==> config.mk <==
export PLATFORM = sky130hd
export DESIGN_NAME = key_debounce
export DESIGN_NICKNAME = d
export VERILOG_FILES = /design/src/rtl/key_pkg.sv /design/src/rtl/key_debounce_ch.sv /design/src/rtl/key_debounce.sv
export SDC_FILE = /design/constraint.sdc
export NUM_CORES = 1
export LEC_CHECK = 0
export CAP_MARGIN = 20
export CORE_MARGIN = 10
export CORE_UTILIZATION = 45
export CTS_CLUSTER_DIAMETER = 150
export DETAILED_ROUTE_END_ITERATION = 16
export PLACE_DENSITY = 0.64
export SYNTH_ARGS = -nofsm -noshare
export SYNTH_HDL_FRONTEND = slang
export SYNTH_SLANG_ARGS = --single-unit
==> constraint.sdc <==
create_clock -name clk -period 4.2 [get_ports clk]
set_clock_uncertainty 0.05 [all_clocks]
set_input_delay 0.84 -clock clk [delete_from_list [all_inputs] [get_ports clk]]
set_output_delay 0.84 -clock clk [all_outputs]
set_load 0.01 [all_outputs]
==> src/rtl/key_pkg.sv <==
// Shared definitions for the push-button debouncer: channel FSM states,
// a constant-width helper and the default stability window.
package key_pkg;

  typedef enum logic [1:0] {
    IDLE         = 2'd0,
    PRESS_WAIT   = 2'd1,
    HELD         = 2'd2,
    RELEASE_WAIT = 2'd3
  } key_fsm_t;

  // 20 ms of stability at 50 MHz.
  localparam int DEBOUNCE_CYC_DEFAULT = 1_000_000;

  // Bits needed to count 0 .. value-1; never less than 1.
  function automatic int clog2_width(input int value);
    int w;
    w = 1;
    for (int i = 0; i < 31; i++) begin
      if ((1 << i) < value) w = i + 1;
    end
    return w;
  endfunction

endpackage

==> src/rtl/key_debounce_ch.sv <==
// One debounce channel: two-flop synchronizer on the active-low pin, then a
// four-state FSM that accepts a level only after DEBOUNCE_CYC stable cycles.
module key_debounce_ch
  import key_pkg::*;
#(
  parameter int DEBOUNCE_CYC = DEBOUNCE_CYC_DEFAULT
) (
  input  logic clk,
  input  logic rst,
  input  logic key_in,
  output logic key_state,
  output logic key_press,
  output logic key_release
);

  localparam int CNT_W = clog2_width(DEBOUNCE_CYC);
  localparam logic [CNT_W-1:0] CNT_MAX = CNT_W'(DEBOUNCE_CYC - 1);

  logic             sync1_q, sync1_d;
  logic             sync2_q, sync2_d;
  logic             key_pressed;
  key_fsm_t         state_q, state_d;
  logic [CNT_W-1:0] cnt_q, cnt_d;
  logic             level_q, level_d;
  logic             press_q, press_d;
  logic             release_q, release_d;

  assign key_pressed = ~sync2_q;

  always_comb begin
    sync1_d   = key_in;
    sync2_d   = sync1_q;
    state_d   = state_q;
    cnt_d     = cnt_q;
    level_d   = level_q;
    press_d   = 1'b0;
    release_d = 1'b0;
    case (state_q)
      IDLE: begin
        if (key_pressed) begin
          state_d = PRESS_WAIT;
          cnt_d   = '0;
        end
      end
      PRESS_WAIT: begin
        if (!key_pressed) begin
          state_d = IDLE;
          cnt_d   = '0;
        end else if (cnt_q == CNT_MAX) begin
          state_d = HELD;
          press_d = 1'b1;
          level_d = 1'b1;
        end else begin
          cnt_d = cnt_q + CNT_W'(1);
        end
      end
      HELD: begin
        if (!key_pressed) begin
          state_d = RELEASE_WAIT;
          cnt_d   = '0;
        end
      end
      RELEASE_WAIT: begin
        if (key_pressed) begin
          state_d = HELD;
          cnt_d   = '0;
        end else if (cnt_q == CNT_MAX) begin
          state_d   = IDLE;
          release_d = 1'b1;
          level_d   = 1'b0;
        end else begin
          cnt_d = cnt_q + CNT_W'(1);
        end
      end
      default: begin
        state_d = IDLE;
        cnt_d   = '0;
      end
    endcase
  end

  // Synchronizer resets to the released pin level (high) so a held key is
  // re-qualified from scratch after reset.
  always_ff @(posedge clk) begin
    if (rst) begin
      sync1_q   <= 1'b1;
      sync2_q   <= 1'b1;
      state_q   <= IDLE;
      cnt_q     <= '0;
      level_q   <= 1'b0;
      press_q   <= 1'b0;
      release_q <= 1'b0;
    end else begin
      sync1_q   <= sync1_d;
      sync2_q   <= sync2_d;
      state_q   <= state_d;
      cnt_q     <= cnt_d;
      level_q   <= level_d;
      press_q   <= press_d;
      release_q <= release_d;
    end
  end

  assign key_state   = level_q;
  assign key_press   = press_q;
  assign key_release = release_q;

endmodule

==> src/rtl/key_debounce.sv <==
// Multi-key debouncer feeding the LED stage: KEY_W independent channels,
// each giving a clean level plus one-cycle press and release pulses.
module key_debounce
  import key_pkg::*;
#(
  parameter int KEY_W        = 4,
  parameter int DEBOUNCE_CYC = DEBOUNCE_CYC_DEFAULT
) (
  input  logic             clk,
  input  logic             rst,
  input  logic [KEY_W-1:0] key_in,
  output logic [KEY_W-1:0] key_state,
  output logic [KEY_W-1:0] key_press,
  output logic [KEY_W-1:0] key_release
);

  for (genvar i = 0; i < KEY_W; i++) begin : g_ch
    key_debounce_ch #(
      .DEBOUNCE_CYC(DEBOUNCE_CYC)
    ) u_ch (
      .clk        (clk),
      .rst        (rst),
      .key_in     (key_in[i]),
      .key_state  (key_state[i]),
      .key_press  (key_press[i]),
      .key_release(key_release[i])
    );
  end

endmodule

==> out/metrics.cfg, run 1 <==
[finish]
stdcell_area_um2 = 6030
final_cells = 834
num_antenna_cells = 0
syn_to_final_growth_pct = 8.20
nFillCells = 1120
nNetsFinal = 672
layout-drive-gt1-share = 0.0631

[routing]
vias = 4883
post-route-drc-count = 0
drt_iter0_drc = 346
first_pass_iters = 5
viasPerCell = 5.85
antenna_left = 0
wirelength_um = 12200
routedWlPerCell_um = 14.6

[global_routing]
antenna_found_initial = 0
grt_use_total = 0.140
use_met2 = 0.212
grt_pass1_wl_um = 21100
grt.busiest_layer = met2
groute.layer.met3.usage = 0.0393
grt_use_met1 = 0.185
grt_overflow = 0
grt_pass1_vias = 4420
grt_max_degree = 62

[timing]
slew_violations = 0
tightest_slew_ps = 806
slew-limit-headroom = 0.461
period_share = 0.594
setup_viol = 0
min_period_ps = 2500
hold_violations = 0
rsz0062_at_grt = false
final.setup.tns_ps = 0
fmax_ghz = 0.401

[logic_synthesis]
ys_top_cells_by_area = dfxtp_1, nor2_1, xor2_1
synth_area_um2 = 5570
synthDistinctLibCells = 67
yosysWarnings = 0
synthCells = 678
ys_ff_latch = 108
syn_avg_cell_area_um2 = 8.22
synth-seq-area-share = 0.388
syn_nets = 688
yosysMostFrequentCell = dfxtp_1
synth_area_leader_cell = dfxtp_1
async_reset_ff_frac = 0
synth-main-ff-cell = dfxtp_1
synth_top_area_share = 0.388
synth_edf_count = 0
synth_common_cells = dfxtp_1, nor2_1, nand2_1

[worst_setup_path]
reg2reg_to = g_ch[0].u_ch.key_state$_SDFFE_PP0P_
critPathLaunchType = flop
cp_slowest_stage_delay_ps = 700
rrSetupSlack_ps = 1700
crit_path_max_fanout = 14
worstReg2RegStart = g_ch[0].u_ch.cnt_q[0]$_SDFFE_PP0P_
r2r_cells = 6
cp.arrival_ps = 2720
slowest_stage = or4b_1
worstPathRequired_ps = 4430
end_kind = flop
critPathKind = flop to flop
path_cells = ha_1 > and2_2 > nand4_2 > or4b_1 > or3_1 > a31oi_1

[cts]
cts.clk_slew.worst_paths_ps = 70
clock_path_buffers = 2
cts_setup_buffers = 0
post_cts_resize_count = 0
numCtsBuffers = 9
clk_latency_ps = 350
cts_num_sinks = 108
htreeDepth = 3
cts_tree = built
hold_buffers = 0
cts_root_buf = clkbuf_16

[placement]
dpl_cell_area_um2 = 5730
port_buffers = 17
hpwl_um = 8460
place_congestion = 0.892
placed_cells_incl_taps = 818

[power]
fin_total_pwr_w = 0.00194
powerDensity_nw_per_um2 = 322
leakage_nw = 1.95
ir_worst_vdd_uv = 216

[min_path]
min-delay-start = g_ch[2].u_ch.sync1_q$_SDFF_PP1_
hold_path_class = flop to flop
hold_end = g_ch[2].u_ch.sync2_q$_SDFF_PP1_
hold_depth = 1

[floorplanning]
start_util = 0.462
die_area_um2 = 17200
rows = 40
coreArea_um2 = 12100
ios = 18
die_h_um = 131
die_w_um = 131

[run]
maxCapViolations = 0

[outcome]
outcome = finished, final reports clean

-- logic make-up after synthesis --
logic type               synth area share
flip-flops                          0.388
buffers and inverters              0.0559
XOR/XNOR                           0.0629
multiplexers                       0.0128
AO/OA/AOI/OAI                       0.161
adder cells (fa/ha/maj)           0.00898
AND/OR/NAND/NOR                     0.310
-- cells in the final DEF, fill, tap and decap left out, types with 20 or more instances in the layout --
| cell type | count |
|---|---|
| a21oi_1 | 36 |
| dfxtp_1 | 108 |
| nand2_1 | 42 |
| nand3_1 | 36 |
| nand4_1 | 25 |
| nor2_1 | 75 |
| nor3_1 | 22 |
| nor4_1 | 20 |
| o21ai_0 | 34 |
| xor2_1 | 27 |
-- flip-flops by register name (all words and copies together), names as in the netlist, named ones only --
signal,flops
g_ch.u_ch.cnt_q,80
g_ch.u_ch.state_q,4
g_ch.u_ch.sync2_q,4
g_ch.u_ch.key_press,4
g_ch.u_ch.key_release,4
g_ch.u_ch.key_state,4
g_ch.u_ch.sync1_q,4
-- power breakdown --
part / internal [W] / switching, W / total [W]
Clock: 0.000448 / 0.000377 / 0.000825
Combinational: 0.0000276 / 0.0000465 / 0.0000742
Sequential: 0.00103 / 0.00000927 / 0.00104
-- worst max-delay path: cells and delay by family (launching register included) --
family	cells	cell delay, ps
AND/OR/NAND/NOR	4	1580
flip-flops	1	410
adder cells (fa/ha/maj)	1	220
AO/OA/AOI/OAI	1	160
-- metal layers --
| metal | up-vias | part of all wire |
|---|---|---|
| li1 | 2461 | - |
| met1 | 2309 | 0.49 |
| met2 | 93 | 0.45 |
| met3 | 20 | 0.044 |
| met4 | 0 | 0.016 |
| met5 | - | 0 |
-- through the flow --
| stage | util | setup WS [ps] | hold WS [ps] |
|---|---|---|---|
| final | 0.500 | 1700 | 360 |
| after CTS | 0.499 | 1690 | 360 |
| after detailed placement | 0.475 | 1660 | 344 |
| after global placement | 0.475 | 1690 | 343 |
| after global routing | 0.500 | 1450 | 390 |
| after floorplan | - | 2100 | 339 |
-- final cells by class --
class                   count  area, um2  area share
clock buffers              12        267      0.0442
inverters                  18       67.6      0.0112
multi-input cells         503       3100       0.514
clock inverters             3       21.3     0.00353
repair buffers             22        203      0.0336
well taps                 168        210      0.0349
flip-flops and latches    108       2160       0.359
-- worst max path at each step --
stage | startpoint | end | slack (ps)
after floorplan | g_ch[0].u_ch.cnt_q[0]$_SDFFE_PP0P_ | g_ch[0].u_ch.key_state$_SDFFE_PP0P_ | 2100
after global placement | rst | g_ch[0].u_ch.cnt_q[7]$_SDFFE_PP0P_ | 1690
after detailed placement | rst | g_ch[0].u_ch.cnt_q[10]$_SDFFE_PP0P_ | 1660
after CTS | g_ch[0].u_ch.cnt_q[0]$_SDFFE_PP0P_ | g_ch[0].u_ch.key_state$_SDFFE_PP0P_ | 1690
after global routing | g_ch[0].u_ch.cnt_q[0]$_SDFFE_PP0P_ | g_ch[0].u_ch.key_state$_SDFFE_PP0P_ | 1450
final | g_ch[0].u_ch.cnt_q[0]$_SDFFE_PP0P_ | g_ch[0].u_ch.key_state$_SDFFE_PP0P_ | 1700
Note: power is estimated with default switching activity, not from simulation.
==> inputs of run 2 (changes only) <==
==> constraint.sdc (replaced) <==
create_clock -name clk -period 2.5 [get_ports clk]
set_clock_uncertainty 0.05 [all_clocks]
set_input_delay 0.5 -clock clk [delete_from_list [all_inputs] [get_ports clk]]
set_output_delay 0.5 -clock clk [all_outputs]
set_load 0.01 [all_outputs]
==> run 2 against run 1 <==
Sequential cell count is the same. Register-to-register slack lost 1400 ps. Core utilization grew 0.83 points. Combinational power grew 81%. Via count grew 1.3%. Critical path type unchanged. Largest power group unchanged.
==> out/metrics.cfg, run 2 (synthesized netlist as in run 1, its figures left out) <==
[cts]
clock_path_buffers = 2  ; unchanged
post_cts_resize_count = 0  ; unchanged
cts_num_sinks = 108  ; unchanged
cts.clk_slew.worst_paths_ps = 70  ; about the same
hold_buffers = 0  ; unchanged
cts_root_buf = clkbuf_16  ; unchanged
cts_setup_buffers = 0  ; unchanged
cts_tree = built  ; unchanged
htreeDepth = 3  ; unchanged
clk_latency_ps = 350  ; about the same
numCtsBuffers = 9  ; unchanged

[min_path]
hold_path_class = flop to flop  ; unchanged

[floorplanning]
die_area_um2 = 17200  ; unchanged
rows = 40  ; unchanged
die_w_um = 131  ; unchanged
start_util = 0.462  ; unchanged
coreArea_um2 = 12100  ; unchanged
die_h_um = 131  ; unchanged
ios = 18  ; unchanged

[finish]
nFillCells = 1143  ; was 1,120
layout-drive-gt1-share = 0.0809  ; was 0.0631
largest_register_ffs = 80  ; unchanged
num_antenna_cells = 0  ; unchanged
nNetsFinal = 685  ; was 672
final_common_cell = dfxtp_1  ; unchanged
top_register = g_ch.u_ch.cnt_q  ; unchanged
syn_to_final_growth_pct = 9.99  ; was 8.20%
stdcell_area_um2 = 6130  ; was 6030 um2
final_cell_mix = dfxtp_1, nor2_1, nand2_1  ; unchanged

[timing]
hold_violations = 0  ; unchanged
setup_viol = 0  ; unchanged
period_share = 0.892  ; was 0.594
min_period_ps = 2230  ; was 2500 ps
fmax_ghz = 0.449  ; was 0.401 GHz
rsz0062_at_grt = false  ; unchanged
final.setup.tns_ps = 0  ; unchanged
slew_violations = 0  ; unchanged
slew-limit-headroom = 0.530  ; was 0.461
tightest_slew_ps = 700  ; was 806 ps

[worst_setup_path]
worstPathRequired_ps = 2730  ; was 4430 ps
critPathLaunchType = flop  ; unchanged
crit_path_max_fanout = 7  ; was 14
cp.arrival_ps = 2460  ; was 2720 ps
critPathKind = flop to flop  ; unchanged
rrSetupSlack_ps = 270  ; was 1700 ps
end_kind = flop  ; unchanged
cp_slowest_stage_delay_ps = 640  ; was 700 ps
path_cells = ha_1 > and2_2 > nand4_2 > or4b_1 > or3_1 > a31oi_1  ; unchanged
slowest_stage = or4b_1  ; unchanged

[routing]
viasPerCell = 5.83  ; was 5.85
routedWlPerCell_um = 14.8  ; was 14.6 um
post-route-drc-count = 0  ; unchanged
antenna_left = 0  ; unchanged
drt_iter0_drc = 441  ; was 346
vias = 4946  ; was 4,883
wirelength_um = 12500  ; was 12,200 um
first_pass_iters = 6  ; was 5

[global_routing]
grt_max_degree = 31  ; was 62
grt_overflow = 0  ; unchanged
groute.layer.met3.usage = 0.0354  ; was 0.0393
grt_use_met1 = 0.181  ; was 0.185
grt_pass1_vias = 4513  ; was 4,420
antenna_found_initial = 0  ; unchanged
grt.busiest_layer = met2  ; unchanged
grt_pass1_wl_um = 21100  ; about the same
grt_use_total = 0.141  ; was 0.140
use_met2 = 0.224  ; was 0.212

[placement]
hpwl_um = 8800  ; was 8460 um
port_buffers = 17  ; unchanged
dpl_cell_area_um2 = 5840  ; was 5730 um2
place_congestion = 0.900  ; was 0.892

[run]
maxCapViolations = 0  ; unchanged

[power]
ir_worst_vdd_uv = 329  ; was 216 uV
leakage_nw = 2.01  ; was 1.95 nW
powerDensity_nw_per_um2 = 532  ; was 322 nW/um2
fin_total_pwr_w = 0.00326  ; was 0.00194 W

[outcome]
outcome = finished, final reports clean  ; unchanged

[run 2: cell types whose count changed in the layout (fill, tap and decap cells not counted), sizes merged]
| cell | previous run | this run |
|---|---|---|
| buf | 6 | 19 |
| clkbuf | 12 | 13 |
| clkinv | 2 | 1 |
| clkinvlp | 1 | 2 |
[run 2: report_power, final]
part / leakage [nW] / switching (W) / internal [W]
Combinational: 1.00 / 0.0000825 / 0.0000518
Clock: 0.138 / 0.000619 / 0.000756
Sequential: 0.872 / 0.0000147 / 0.00174
Total: 2.01 / 0.000717 / 0.00254
[run 2: per-layer routing]
metal	up-vias	share of wire
li1	2492	-
met1	2328	0.47
met2	103	0.46
met3	23	0.046
met4	0	0.016
met5	-	0
[run 2: final timing paths]
path / start / endpoint / cells after the start
worst max-delay path: g_ch[0].u_ch.cnt_q[0]$_SDFFE_PP0P_ / g_ch[0].u_ch.key_state$_SDFFE_PP0P_ / 6
worst min register to register: g_ch[0].u_ch.sync1_q$_SDFF_PP1_ / g_ch[0].u_ch.sync2_q$_SDFF_PP1_ / 1
worst min-delay path: g_ch[0].u_ch.sync1_q$_SDFF_PP1_ / g_ch[0].u_ch.sync2_q$_SDFF_PP1_ / 1
worst max register to register: g_ch[0].u_ch.cnt_q[0]$_SDFFE_PP0P_ / g_ch[0].u_ch.key_state$_SDFFE_PP0P_ / 6
[run 2: layout make-up]
cell class              count  area (um2)  area share
multi-input cells         503        3100       0.506
clock buffers              13         270      0.0441
inverters                  18        67.6      0.0110
clock inverters             3        20.0     0.00327
repair buffers             35         300      0.0490
flip-flops and latches    108        2160       0.353
well taps                 168         210      0.0343
[run 2: worst max-delay path: cells and delay by family, from the launching register on]
family                     cells  cell delay (ps)
and+or+nand+nor                4             1330
adders and majority gates      1              210
AOI/OAI and AO/OA              1              170
DFF                            1              410
[run 2: through the flow]
step / util / std cells / setup WS, ps / hold WS (ps)
final: 0.508 / 848 / 271 / 369
after global routing: 0.508 / 848 / 101 / 386
after CTS: 0.508 / 848 / 290 / 371
after detailed placement: 0.484 / 832 / 307 / 351
after global placement: 0.484 / 832 / 365 / 342
after floorplan: - / 678 / 400 / 339
